[src/rtl/mu0_pkg.sv]
// Shared definitions for the MU0 core: data width, opcode values, sequencer states.
package mu0_pkg;

  localparam int DATA_W = 16;
  localparam int OPC_W  = 4;
  localparam int S_W    = 12;

  localparam logic [OPC_W-1:0] OP_LDA = 4'd0;
  localparam logic [OPC_W-1:0] OP_STO = 4'd1;
  localparam logic [OPC_W-1:0] OP_ADD = 4'd2;
  localparam logic [OPC_W-1:0] OP_SUB = 4'd3;
  localparam logic [OPC_W-1:0] OP_JMP = 4'd4;
  localparam logic [OPC_W-1:0] OP_JGE = 4'd5;
  localparam logic [OPC_W-1:0] OP_JNE = 4'd6;
  localparam logic [OPC_W-1:0] OP_STP = 4'd7;

  typedef enum logic [2:0] {
    ST_FETCH  = 3'd0,
    ST_DECODE = 3'd1,
    ST_OPRD   = 3'd2,
    ST_WB     = 3'd3,
    ST_STORE  = 3'd4,
    ST_HALT   = 3'd5
  } stateT;

endpackage

[src/rtl/mu0_alu.sv]
// MU0 arithmetic: accumulator result for LDA/ADD/SUB and jump-taken decision
// for JMP/JGE/JNE. Purely combinational; any other opcode passes the operand
// through and takes no jump.
module mu0_alu
  import mu0_pkg::*;
(
  input  logic [OPC_W-1:0]  op,
  input  logic [DATA_W-1:0] acc,
  input  logic [DATA_W-1:0] operand,
  output logic [DATA_W-1:0] result,
  output logic              takeJump
);

  logic signed [DATA_W-1:0] accS;
  logic signed [DATA_W-1:0] operandS;

  assign accS     = acc;
  assign operandS = operand;

  // Result wraps modulo 2^16; JGE treats ACC as two's complement (sign bit clear = taken).
  always_comb begin
    result   = operand;
    takeJump = 1'b0;
    case (op)
      OP_ADD:  result = accS + operandS;
      OP_SUB:  result = accS - operandS;
      OP_JMP:  takeJump = 1'b1;
      OP_JGE:  takeJump = ~accS[DATA_W-1];
      OP_JNE:  takeJump = (acc != '0);
      default: ;
    endcase
  end

endmodule

[src/rtl/mu0_control.sv]
// MU0 fetch/decode/execute sequencer. Owns PC, IR and ACC and drives the
// memory port; hands the port to the debug override only in FETCH or HALT.
// Optional feature: define MU0_SINGLE_STEP_EN to add stepPulse, which gates
// each instruction fetch so exactly one instruction runs per pulse.
module mu0_control
  import mu0_pkg::*;
#(
  parameter int ADDR_W   = 12,
  parameter int RESET_PC = 0
) (
  input  logic              clk,
  input  logic              rstN,
  input  logic              stallReq,
`ifdef MU0_SINGLE_STEP_EN
  input  logic              stepPulse,
`endif
  output logic              stallAck,
  output logic              memRq,
  output logic              readNotWrite,
  output logic [15:0]       memAddr,
  output logic [15:0]       memWData,
  input  logic [15:0]       memRData,
  output logic              halted,
  output logic [15:0]       accOut,
  output logic [ADDR_W-1:0] pcOut
);

  stateT             state;
  stateT             stateNext;
  logic [ADDR_W-1:0] pc;
  logic [ADDR_W-1:0] pcNext;
  logic [DATA_W-1:0] ir;
  logic [DATA_W-1:0] irNext;
  logic [DATA_W-1:0] acc;
  logic [DATA_W-1:0] accNext;

  logic [OPC_W-1:0]  aluOp;
  logic [DATA_W-1:0] aluResult;
  logic              aluTake;
  logic              fetchGo;
  logic [ADDR_W-1:0] decS;
  logic [ADDR_W-1:0] irS;

  // Operand field of the word arriving from memory (DECODE) and of the latched IR.
  assign decS = ADDR_W'(memRData[S_W-1:0]);
  assign irS  = ADDR_W'(ir[S_W-1:0]);

  // In DECODE the instruction is still on memRData, so jump decisions use it directly.
  assign aluOp = (state == ST_DECODE) ? memRData[DATA_W-1:S_W] : ir[DATA_W-1:S_W];

`ifdef MU0_SINGLE_STEP_EN
  assign fetchGo = ~stallReq & stepPulse;
`else
  assign fetchGo = ~stallReq;
`endif

  mu0_alu uAlu (
    .op       (aluOp),
    .acc      (acc),
    .operand  (memRData),
    .result   (aluResult),
    .takeJump (aluTake)
  );

  // State and architectural registers; reset abandons any instruction in flight.
  always_ff @(posedge clk) begin
    if (!rstN) begin
      state <= ST_FETCH;
      pc    <= ADDR_W'(RESET_PC);
      ir    <= '0;
      acc   <= '0;
    end else begin
      state <= stateNext;
      pc    <= pcNext;
      ir    <= irNext;
      acc   <= accNext;
    end
  end

  // Next-state, register updates and memory-port drive for the current state.
  always_comb begin
    stateNext    = state;
    pcNext       = pc;
    irNext       = ir;
    accNext      = acc;
    memRq        = 1'b0;
    readNotWrite = 1'b1;
    memAddr      = '0;
    memWData     = '0;
    stallAck     = 1'b0;
    halted       = 1'b0;

    case (state)
      ST_FETCH: begin
        stallAck = stallReq;
        if (fetchGo) begin
          memRq     = 1'b1;
          memAddr   = 16'(pc);
          stateNext = ST_DECODE;
        end
      end
      ST_DECODE: begin
        irNext    = memRData;
        pcNext    = pc + ADDR_W'(1);
        stateNext = ST_FETCH;
        case (memRData[DATA_W-1:S_W])
          OP_LDA, OP_ADD, OP_SUB: stateNext = ST_OPRD;
          OP_STO:                 stateNext = ST_STORE;
          OP_JMP, OP_JGE, OP_JNE: if (aluTake) pcNext = decS;
          OP_STP:                 stateNext = ST_HALT;
          default:                ;
        endcase
      end
      ST_OPRD: begin
        memRq     = 1'b1;
        memAddr   = 16'(irS);
        stateNext = ST_WB;
      end
      ST_WB: begin
        accNext   = aluResult;
        stateNext = ST_FETCH;
      end
      ST_STORE: begin
        memRq        = 1'b1;
        readNotWrite = 1'b0;
        memAddr      = 16'(irS);
        memWData     = acc;
        stateNext    = ST_FETCH;
      end
      ST_HALT: begin
        halted   = 1'b1;
        stallAck = stallReq;
      end
      default: stateNext = ST_FETCH;
    endcase

    // Keep the port idle while reset is asserted so an abandoned STO never writes.
    if (!rstN) begin
      memRq        = 1'b0;
      readNotWrite = 1'b1;
      memAddr      = '0;
      memWData     = '0;
      stallAck     = 1'b0;
      halted       = 1'b0;
    end
  end

  assign accOut = acc;
  assign pcOut  = pc;

endmodule

[config.mk]
export PLATFORM = sky130hd
export DESIGN_NAME = mu0_control
export DESIGN_NICKNAME = d
export VERILOG_FILES = /design/src/rtl/mu0_pkg.sv /design/src/rtl/mu0_alu.sv /design/src/rtl/mu0_control.sv
export SDC_FILE = /design/constraint.sdc
export NUM_CORES = 1
export LEC_CHECK = 0
export CORE_ASPECT_RATIO = 0.9
export CORE_UTILIZATION = 45
export CTS_CLUSTER_DIAMETER = 30
export DETAILED_ROUTE_END_ITERATION = 16
export HOLD_SLACK_MARGIN = 0.08
export PLACE_DENSITY = 0.82
export SLEW_MARGIN = 30
export SYNTH_ARGS = -nofsm -noshare
export SYNTH_HDL_FRONTEND = slang
export SYNTH_SLANG_ARGS = --single-unit
export TNS_END_PERCENT = 50
[constraint.sdc]
create_clock -name clk -period 8.6 [get_ports clk]
set_input_delay 1.72 -clock clk [delete_from_list [all_inputs] [get_ports clk]]
set_output_delay 1.72 -clock clk [all_outputs]
set_load 0.05 [all_outputs]
==> flow_metrics.env <==
export IMPL_final_max_slew_viol_count=0
export IMPL_num_vias=3902
export IMPL_antenna_left=0
export IMPL_synth_async_reset_ratio_pct=0
export IMPL_fillCellCount=704
export IMPL_die_area_um2=8570
export IMPL_cts_tree="done"
export IMPL_syn_inst=501
export IMPL_min_period_ns=6.36
export IMPL_crit_fanout=49
export IMPL_numCtsBuffers=5
export IMPL_synthFlopType="dfxtp_1"
export IMPL_critical_path_class="in -> out"
export IMPL_fin_tns_setup_ns=0
export IMPL_io_pins=83
export IMPL_syn_cell_area_um2=3690
export IMPL_row_count=30
export IMPL_finalClockSkew_ns=0.0118
export IMPL_syn_area_per_cell_um2=7.37
export IMPL_whs_ns=0.473
export IMPL_routed_wl_um=10700
export IMPL_gp_congestion=0.836
export IMPL_grt_use_total_pct=24.8
export IMPL_critPathRequiredTime_ns=6.88
export IMPL_insertion_delay_ns=0.30
export IMPL_core_area_um2=7730
export IMPL_clkSinkCount=47
export IMPL_antenna_cells=0
export IMPL_antenna_found_initial=0
export IMPL_worst_pin_slew_ns=0.713
export IMPL_p_leak_nw=1.71
export IMPL_synth_edf_count=0
export IMPL_via_per_inst=5.99
export IMPL_status="finished clean"
export IMPL_portBuffers=78
export IMPL_post_dp_cell_area_um2=4460
export IMPL_drt_iter0_markers=327
export IMPL_hold_class="reg -> reg"
export IMPL_maxCapViolCount=0
export IMPL_grt_pass1_wl_um=17400
export IMPL_die_h_um=87.9
export IMPL_dp_cells=643
export IMPL_crit_arrival_ns=4.64
export IMPL_period_share_pct=74.0
export IMPL_peakVddDrop_mv=0.0724
export IMPL_wire_per_inst_um=16.4
export IMPL_cts_root_buf="clkbuf_8"
export IMPL_power_density_nw_per_um2=110
export IMPL_grt_ovfl_total=0
export IMPL_cts_resized=0
export IMPL_final_layout_size_suffix_gt1_share_pct=4.68
export IMPL_layout_commonest_cell="clkdlybuf4s50_1"
export IMPL_die_width_um=97.5
export IMPL_grt_max_degree=50
export IMPL_syn2layout_area_growth_pct=23.7
export IMPL_place_ws_ns=1.94
export IMPL_final_cells=651
export IMPL_drc=0
export IMPL_worst_setup_path_start_kind="input port"
export IMPL_ys_types=63
export IMPL_synth_seq_cells=47
export IMPL_cts_clk_slew_worst_paths_ns=0.09
export IMPL_setup_violations=0
export IMPL_initial_utilization_pct=47.7
export IMPL_htreeDepth=2
export IMPL_rsz0062_at_grt="false"
export IMPL_ys_seq_area_share_pct=25.5
export IMPL_cp_end_kind="primary output"
export IMPL_dp_final_hpwl_um=7860
export IMPL_grt_pass1_vias=3564
export IMPL_timing_fmax_mhz=157
export IMPL_ys_warn_count=0
export IMPL_setup_ws_ns=2.24
export IMPL_stdcell_area_um2=4570
export IMPL_nets=591
export IMPL_dr_pass1_iters=5
export IMPL_cts_setup_buffers=0
export IMPL_cts_hold_repair_buffers=0
export IMPL_relSlewSlack_pct=52.0
export IMPL_mostFrequentLayoutCells="clkdlybuf4s50_1 (78), nand2_1 (68), dfxtp_1 (47)"
export IMPL_hold_viol=0
export IMPL_cts_buffer_depth=2
==> per-layer routing <==
metal	GRT usage [%]	wire length [um]	vias to the layer above
met1	34.5	4730	1810
met2	41.7	5000	191
li1	-	-	1888
met3	2.87	836	13
met5	0	0	-
met4	5.08	104	0
==> cells in the mapped netlist, drive strengths merged (2+ instances only) <==
library cell	count	area share (%)
nand2	68	6.9
mux2i	4	1.2
a31oi	7	1.2
o21a	5	1.0
nor3b	9	2.1
xnor2	13	3.1
a211o	2	0.47
a21oi	31	4.2
nand3	21	2.8
o41ai	4	0.95
a21boi	18	3.7
nor2	38	3.9
or3	5	0.85
and2	14	2.4
and3	7	1.2
nand2b	3	0.51
buf	19	3.0
a21o	5	1.0
nor3	9	1.2
nor2b	9	1.5
a22oi	13	2.8
clkbuf	22	2.3
xor2	15	3.6
inv	13	1.3
o21ai	35	4.7
ha	17	5.8
a311oi	3	0.71
a211oi	2	0.41
o31ai	5	1.0
mux2	2	0.61
or2	4	0.68
o211ai	5	1.0
nor4	9	1.5
dfxtp	47	25
==> state kept, by name (all words and copies together) (netlist names) <==
register	flops
accOut	16
ir	16
pcOut	12
state	3
==> cells by family after synthesis <==
logic type	after synthesis	share of synthesized area [%]
XOR/XNOR	28	6.64
buffers and inverters	54	6.61
adder cells (fa/ha/maj)	18	6.30
multiplexers	6	1.80
other	1	0.102
AND/OR/NAND/NOR	200	26.4
AO/OA/AOI/OAI	147	26.6
flip-flops	47	25.5
==> layout make-up <==
type	count	area, um^2	share of cell area, %
clock buffers	6	82.6	1.81
well taps	96	120	2.63
clock inverters	2	16.3	0.356
flip-flops and latches	47	941	20.6
multi-input cells	403	2530	55.4
inverters	13	48.8	1.07
repair buffers	84	826	18.1
==> critical path, stage by stage <==
cell and delay [ns]:
clkdlybuf4s50_1 0.45, buf_4 0.39, nand2_1 0.14, nor3_2 0.54
inv_1 0.27, nor2_1 0.26, clkdlybuf4s50_1 0.84
==> metrics by stage <==
step | util (%) | total power, mW
4_1_cts | 58.9 | 0.500
2_1_floorplan | - | 0.324
3_5_place_dp | 57.7 | 0.358
5_1_grt | 59.0 | 0.524
6_report | 59.0 | 0.502
3_3_place_gp | 57.7 | 0.354
==> path summary, 6_finish.rpt <==
path              slack, ns                  start  depth (start not counted)                 endpoint
setup / recovery       2.24                   rstN                          7             memWData[15]
hold / removal         0.47     ir[5]$_SDFFE_PN0P_                          2       ir[5]$_SDFFE_PN0P_
setup reg to reg       3.79  state[0]$_SDFFE_PN0P_                         15  accOut[12]$_SDFFE_PN0N_
hold reg to reg        0.47     ir[5]$_SDFFE_PN0P_                          2       ir[5]$_SDFFE_PN0P_
==> report_power, final <==
| part | switching [mW] | internal, mW | total, mW | leakage (nW) |
|---|---|---|---|---|
| clock network | 0.0808 | 0.0658 | 0.147 | 0.0474 |
| logic | 0.0775 | 0.0452 | 0.123 | 1.29 |
| registers | 0.00783 | 0.224 | 0.232 | 0.381 |
No activity file was read; power rests on OpenSTA's default activity.
